`config.mk`:
```
export PLATFORM = sky130hd
export DESIGN_NAME = k_and_s_memory
export DESIGN_NICKNAME = d
export VERILOG_FILES = /design/src/rtl/k_and_s_pkg.sv /design/src/rtl/k_and_s_ram.sv /design/src/rtl/k_and_s_memory.sv
export SDC_FILE = /design/constraint.sdc
export NUM_CORES = 1
export LEC_CHECK = 0
export ABC_AREA = 0
export BUFFER_PORTS_ARGS = -buffer_cell sky130_fd_sc_hd__buf_2
export CAP_MARGIN = 0
export CORE_MARGIN = 2
export CORE_UTILIZATION = 55
export DETAILED_ROUTE_END_ITERATION = 12
export PLACE_DENSITY_LB_ADDON = 0.12
export SYNTH_ARGS = -nofsm -noshare
export SYNTH_HDL_FRONTEND = slang
export SYNTH_SLANG_ARGS = --single-unit
export TNS_END_PERCENT = 20
```
`constraint.sdc`:
```
create_clock -name clk -period 2.4 [get_ports clk]
set_input_delay 0.24 -clock clk [delete_from_list [all_inputs] [get_ports clk]]
set_output_delay 0.24 -clock clk [all_outputs]
set_load 0.01 [all_outputs]
```
`src/rtl/k_and_s_pkg.sv`:
```
`default_nettype none
// +--------------------------------------------------------------------+
// | k_and_s_pkg : shared types and sizes for the K&S memory harness     |
// | Revision    : 1.0                                                   |
// +--------------------------------------------------------------------+
package k_and_s_pkg;

  localparam int MEM_DEPTH  = 32;
  localparam int MEM_ADDR_W = 5;
  localparam int MEM_DATA_W = 16;

  typedef enum logic [2:0] {
    IDLE = 3'd0,
    LOAD = 3'd1,
    RUN  = 3'd2,
    DUMP = 3'd3,
    DONE = 3'd4
  } mem_state_type;

endpackage
`default_nettype wire

```
`src/rtl/k_and_s_ram.sv`:
```
`default_nettype none
// +--------------------------------------------------------------------+
// | k_and_s_ram : word storage, two async read ports, one sync write    |
// | Revision    : 1.0                                                   |
// +--------------------------------------------------------------------+
module k_and_s_ram #(
  parameter int DEPTH  = 32,
  parameter int ADDR_W = 5,
  parameter int DATA_W = 16
) (
  input  logic              clk,
  input  logic              we,
  input  logic [ADDR_W-1:0] waddr,
  input  logic [DATA_W-1:0] wdata,
  input  logic [ADDR_W-1:0] cpu_raddr,
  output logic [DATA_W-1:0] cpu_rdata,
  input  logic [ADDR_W-1:0] dump_raddr,
  output logic [DATA_W-1:0] dump_rdata
);

  // Contents survive rst on purpose: a reset mid-load keeps what was written.
  logic [DATA_W-1:0] mem [DEPTH];

  always_ff @(posedge clk) begin
    if (we) begin
      mem[waddr] <= wdata;
    end
  end

  assign cpu_rdata  = mem[cpu_raddr];
  assign dump_rdata = mem[dump_raddr];

endmodule
`default_nettype wire

```
`src/rtl/k_and_s_memory.sv`:
```
`default_nettype none
// +--------------------------------------------------------------------+
// | k_and_s_memory : K&S program/data memory with loader and dump FSM   |
// | Revision       : 1.0                                                |
// +--------------------------------------------------------------------+
module k_and_s_memory
  import k_and_s_pkg::*;
#(
  parameter int DEPTH      = MEM_DEPTH,
  parameter int ADDR_W     = MEM_ADDR_W,
  parameter int DATA_W     = MEM_DATA_W,
  parameter int MAX_CYCLES = 1000
) (
  input  logic              clk,
  input  logic              rst,
  input  logic              start,
  input  logic              load_valid,
  input  logic [7:0]        load_data,
  output logic              load_ready,
  output logic              cpu_rst_n,
  input  logic [ADDR_W-1:0] addr,
  input  logic [DATA_W-1:0] data_in,
  input  logic              write_enable,
  input  logic              halt,
  output logic [DATA_W-1:0] data_out,
  output logic              dump_valid,
  input  logic              dump_ready,
  output logic [ADDR_W-1:0] dump_addr,
  output logic [DATA_W-1:0] dump_data,
  output logic              done,
  output logic              timeout,
  output logic [15:0]       cycle_count
);

  localparam int BYTES = DATA_W / 8;
  localparam int PH_W  = (BYTES > 2) ? $clog2(BYTES) : 1;
  localparam logic [PH_W-1:0]   LAST_PH     = PH_W'(BYTES - 1);
  localparam logic [ADDR_W-1:0] LAST_ADDR   = ADDR_W'(DEPTH - 1);
  localparam logic [15:0]       BUDGET_LAST = 16'(MAX_CYCLES - 1);

  mem_state_type     state;
  logic [ADDR_W-1:0] pointer;
  logic [PH_W-1:0]   phase;
  logic [DATA_W-9:0] lo_bytes;

  logic              load_accept;
  logic              ram_we;
  logic [ADDR_W-1:0] ram_waddr;
  logic [DATA_W-1:0] ram_wdata;

  assign load_accept = load_valid & load_ready;
  assign dump_addr   = pointer;

  // The loader owns the write port in LOAD, the processor only in RUN.
  always_comb begin
    ram_we    = 1'b0;
    ram_waddr = addr;
    ram_wdata = data_in;
    if (state == LOAD) begin
      ram_we    = load_accept && (phase == LAST_PH);
      ram_waddr = pointer;
      ram_wdata = {load_data, lo_bytes};
    end else if (state == RUN) begin
      ram_we    = write_enable;
    end
  end

  k_and_s_ram #(
    .DEPTH  (DEPTH),
    .ADDR_W (ADDR_W),
    .DATA_W (DATA_W)
  ) u_ram (
    .clk        (clk),
    .we         (ram_we),
    .waddr      (ram_waddr),
    .wdata      (ram_wdata),
    .cpu_raddr  (addr),
    .cpu_rdata  (data_out),
    .dump_raddr (pointer),
    .dump_rdata (dump_data)
  );

  always_ff @(posedge clk) begin
    if (rst) begin
      state       <= IDLE;
      pointer     <= '0;
      phase       <= '0;
      lo_bytes    <= '0;
      load_ready  <= 1'b0;
      cpu_rst_n   <= 1'b0;
      dump_valid  <= 1'b0;
      done        <= 1'b0;
      timeout     <= 1'b0;
      cycle_count <= '0;
    end else begin
      case (state)
        IDLE, DONE: begin
          if (start) begin
            state       <= LOAD;
            pointer     <= '0;
            phase       <= '0;
            done        <= 1'b0;
            timeout     <= 1'b0;
            cycle_count <= '0;
            load_ready  <= 1'b1;
          end
        end
        LOAD: begin
          if (load_accept) begin
            if (phase == LAST_PH) begin
              phase   <= '0;
              pointer <= pointer + 1'b1;
              if (pointer == LAST_ADDR) begin
                state      <= RUN;
                load_ready <= 1'b0;
                cpu_rst_n  <= 1'b1;
              end
            end else begin
              lo_bytes[8*int'(phase) +: 8] <= load_data;
              phase <= phase + 1'b1;
            end
          end
        end
        RUN: begin
          // Halt has priority over budget expiry; the exit cycle is not counted.
          if (halt || cycle_count == BUDGET_LAST) begin
            state      <= DUMP;
            timeout    <= ~halt;
            cpu_rst_n  <= 1'b0;
            dump_valid <= 1'b1;
            pointer    <= '0;
          end else if (cycle_count != 16'hFFFF) begin
            cycle_count <= cycle_count + 16'd1;
          end
        end
        DUMP: begin
          if (dump_ready) begin
            pointer <= pointer + 1'b1;
            if (pointer == LAST_ADDR) begin
              state      <= DONE;
              dump_valid <= 1'b0;
              done       <= 1'b1;
            end
          end
        end
        default: state <= IDLE;
      endcase
    end
  end

endmodule
`default_nettype wire

```
==> metrics <==
P per Cell Area=698 nW/um^2; Worst-path clk slew=approximately 0.06 ns; Max Cap Violations=0; CP endpoint kind=output port; die height=222 um; ys async rst share=0%; Final #Nets=between 1500 and 2000; Initial Util=55.8%; DRT antenna net count=0; Skew-Pair Late Insertion Delay=between 0.6 and 0.7 ns; Placement Rows=79; FF+latch count, synth=555; initial antenna violation count=2; delay of the slowest critical-path stage=0.51 ns; final setup vio count=30; First-pass DRT Iterations=5; vias in the first global route=15800; GRT overflow=0; DR DRC count=0; GPL Wtd Cong=0.866; Ports=94; Startpoint Class=register; final cell count without fillers=2281; Int Pwr=between 15 and 20 mW; actual slew at the worst max-slew pin=1.05 ns; Comb power frac=9.9%; Multi-input gate area=9630 um^2; DRT iter0 DRCs=1540; die area=between 40000 and 50000 um^2; RSZ-0062 raised after global routing=yes; Synth cell types=63; Final Hold Viols=0; total CTS buffers=58; Worst Path Arrival=2.73 ns; GRT Util Overall=28.4%; Root Buffer=clkbuf_16; Hold Crit Depth=2; critical path class=reg -> out; Vias=15400; Worst R2R End=u_ram.mem[3][15]; vias per cell=6.73; Leak=10.3 nW; top_reg_cell synth=edfxtp_1; status=complete, but fails checks; post-route clock period utilization=124%; Rel. slew slack=between 30% and 40%; PnR worst setup slack=-0.565 ns; VDD IR max=between 0.0005 and 0.0006 V; largest net degree at the start of global routing=38; r2r worst-path depth=6; Slew Viols, Final=0; Syn Std Cell Area=26100 um^2; Final min period=2.97 ns; Post-Place Cells=2148; Post-Route WL=68700 um; synthesis-to-finish area growth=20.4%; setup slack, reg-to-reg=between 0.1 and 0.15 ns; Seq/Total Area, Yosys=about 62%; CTS tree=done; IO buf count=93; CORE AREA=roughly 47000 um^2; Req. time, crit path=2.16 ns; Die X=about 220 um; cells along the critical path=buf_6 > buf_12 > mux4_2 > mux2i_2 > buf_4 > a22o_1 > a221oi_1 > buf_4 > buf_2; clk buf depth=3; Reg-to-Reg Start=state[2]; FF+latch area=16200 um^2; worst min-delay path startpoint=rst; fmax=337 MHz; Flop pwr share=48.9%; layout cells sized above 1=a little over two fifths; clock network fraction of total power=41.2%; Hold WC Path Type=in -> reg; global-route wire length before repair=102000 um; Total Power=22.0 mW; Cells after Synth=1390; Layout Skew=0.0118 ns; Ys Warns=0; H-tree Lvls=2; placed wire-length estimate after detailed placement=45500 um; EDFF count, synth=512; CP most frequent cell=buf_4; Worst Hold Path EP=done; per-cell routed wire length=30.1 um; filler instances=3030; CP max FO=6; Synth Area per Inst=18.8 um^2; fraction of power spent switching nets=between 20% and 30%; slowest CP cell=mux4_2; Net Count, Synth=1429; Clock Sinks=555; failing checks=negative setup slack; NetSw=4.88 mW
## power by group through the flow
stage          clock (mW)  sequential, mW  combinational [mW]
6_report             9.04            10.7                2.18
5_1_grt              9.52            10.7                2.30
4_1_cts              9.15            10.7                2.18
3_5_place_dp            0            10.9                1.98
3_3_place_gp            0            10.9                1.96
2_1_floorplan           0            10.9                1.24
## sequential cells by signal (all words and copies together) (netlist names), named ones only
register     cells
timeout          1
lo_bytes         8
cycle_count     16
state            3
cpu_rst_n        1
load_ready       1
dump_valid       1
phase            1
u_ram.mem      512
dump_addr        5
done             1
## cell families (layout without fill, tap and decap cells)
family | count (synthesis) | in the layout | synth area share [%]
other | 0 | 1 | 0
multiplexers | 404 | 404 | 27.8
AO/OA/AOI/OAI | 140 | 140 | 4.14
buffers and inverters | 110 | 393 | 2.20
adder cells (fa/ha/maj) | 3 | 3 | 0.144
AND/OR/NAND/NOR | 178 | 178 | 3.50
flip-flops | 555 | 555 | 62.2
## layout by cell type (no fill, tap or decap), types with 18 or more instances in the layout
master and count:
nand2_1 45, clkbuf_16 59, mux4_2 256, a21oi_1 24, buf_12 61, nor2_1 28, a221oi_1 23, mux2i_1 103
edfxtp_1 512, buf_2 89, mux2i_2 18, buf_4 103, a22o_1 35, dfxtp_1 40, nor2_2 25
## worst max-delay path, delay by kind of cell (launching register included)
family | cells | cell delay, ns
buffers and inverters | 5 | 0.79
multiplexers | 2 | 0.69
flip-flops | 1 | 0.39
AO/OA/AOI/OAI | 2 | 0.22
## what timing repair did
action                                  in CTS  in global routing
gates resized for setup                     57                 10
hold buffers                                11                  0
gates cloned                                 4                  0
endpoints found under the hold margin       10                  0
setup buffers                                9                  0
endpoints found under the setup margin      32                 33
pin swaps                                   10                  2
## final cells by class
cell class	count	area share, %
antenna	1	0.00796
clock buffer	68	4.80
clock inverter	41	1.29
inverter	5	0.0597
multi-input combinational	725	30.6
sequential	555	51.7
tap	607	2.42
timing repair buffer	279	9.10
## layer usage
metal | vias to the layer above | share of wire, % | global-route usage [%]
li1 | 6442 | - | -
met1 | 8110 | 40 | 39.6
met2 | 686 | 50 | 46.4
met3 | 123 | 7.0 | 4.21
met4 | 0 | 3.1 | 10.2
met5 | - | 0 | 0
## worst max-delay path by stage
stage | start | endpoint | slack, ns | cells after the start
floorplan | state[2] | u_ram.mem[0][0] | -0.18 | 6
global placement | addr[0] | data_out[3] | 0.02 | 8
detailed placement | register | dump_data[12] | 0.0004 | 7
CTS | register | dump_data[6] | -0.57 | 10
global route | register | dump_data[6] | -0.64 | 10
finish | register | dump_data[4] | -0.57 | 9
## synth_stat cells, types with 5 or more instances
cell type | count | share of area (%)
mux2_2 | 16 | 0.69
edfxtp_1 | 512 | 59
and3_1 | 12 | 0.29
mux4_2 | 256 | 22
nand3b_1 | 5 | 0.14
nand3_1 | 11 | 0.21
a22o_1 | 35 | 1.2
nor2_1 | 52 | 0.75
nor3b_1 | 7 | 0.20
nor2b_1 | 6 | 0.14
inv_1 | 5 | 0.072
nand4_1 | 7 | 0.17
clkbuf_1 | 32 | 0.46
a221oi_1 | 32 | 1.1
buf_4 | 25 | 0.72
mux2i_1 | 132 | 5.1
a31oi_1 | 8 | 0.19
o21ai_0 | 9 | 0.17
a21oi_1 | 24 | 0.46
buf_1 | 9 | 0.13
dfxtp_1 | 43 | 3.3
buf_2 | 35 | 0.67
a211oi_1 | 5 | 0.14
nor3_1 | 6 | 0.12
nand2_1 | 45 | 0.65
nand2b_1 | 5 | 0.12
## stage by stage
step / utilization (%) / hold slack (ns) / setup WS [ns] / setup TNS, ns / instance area [um^2]
2_1_floorplan: - / 0.376 / -0.182 / -78.45 / 26100
3_3_place_gp: 61.7 / 0.440 / 0.0181 / 0 / 28800
3_5_place_dp: 61.7 / 0.444 / 0.000375 / 0 / 28800
4_1_cts: 67.1 / 0.0391 / -0.567 / -9.78 / 31400
5_1_grt: 67.2 / 0.0897 / -0.635 / -11.10 / 31400
6_report: 67.2 / 0.0643 / -0.565 / -9.08 / 31400
(Power assumes the default switching activity.)
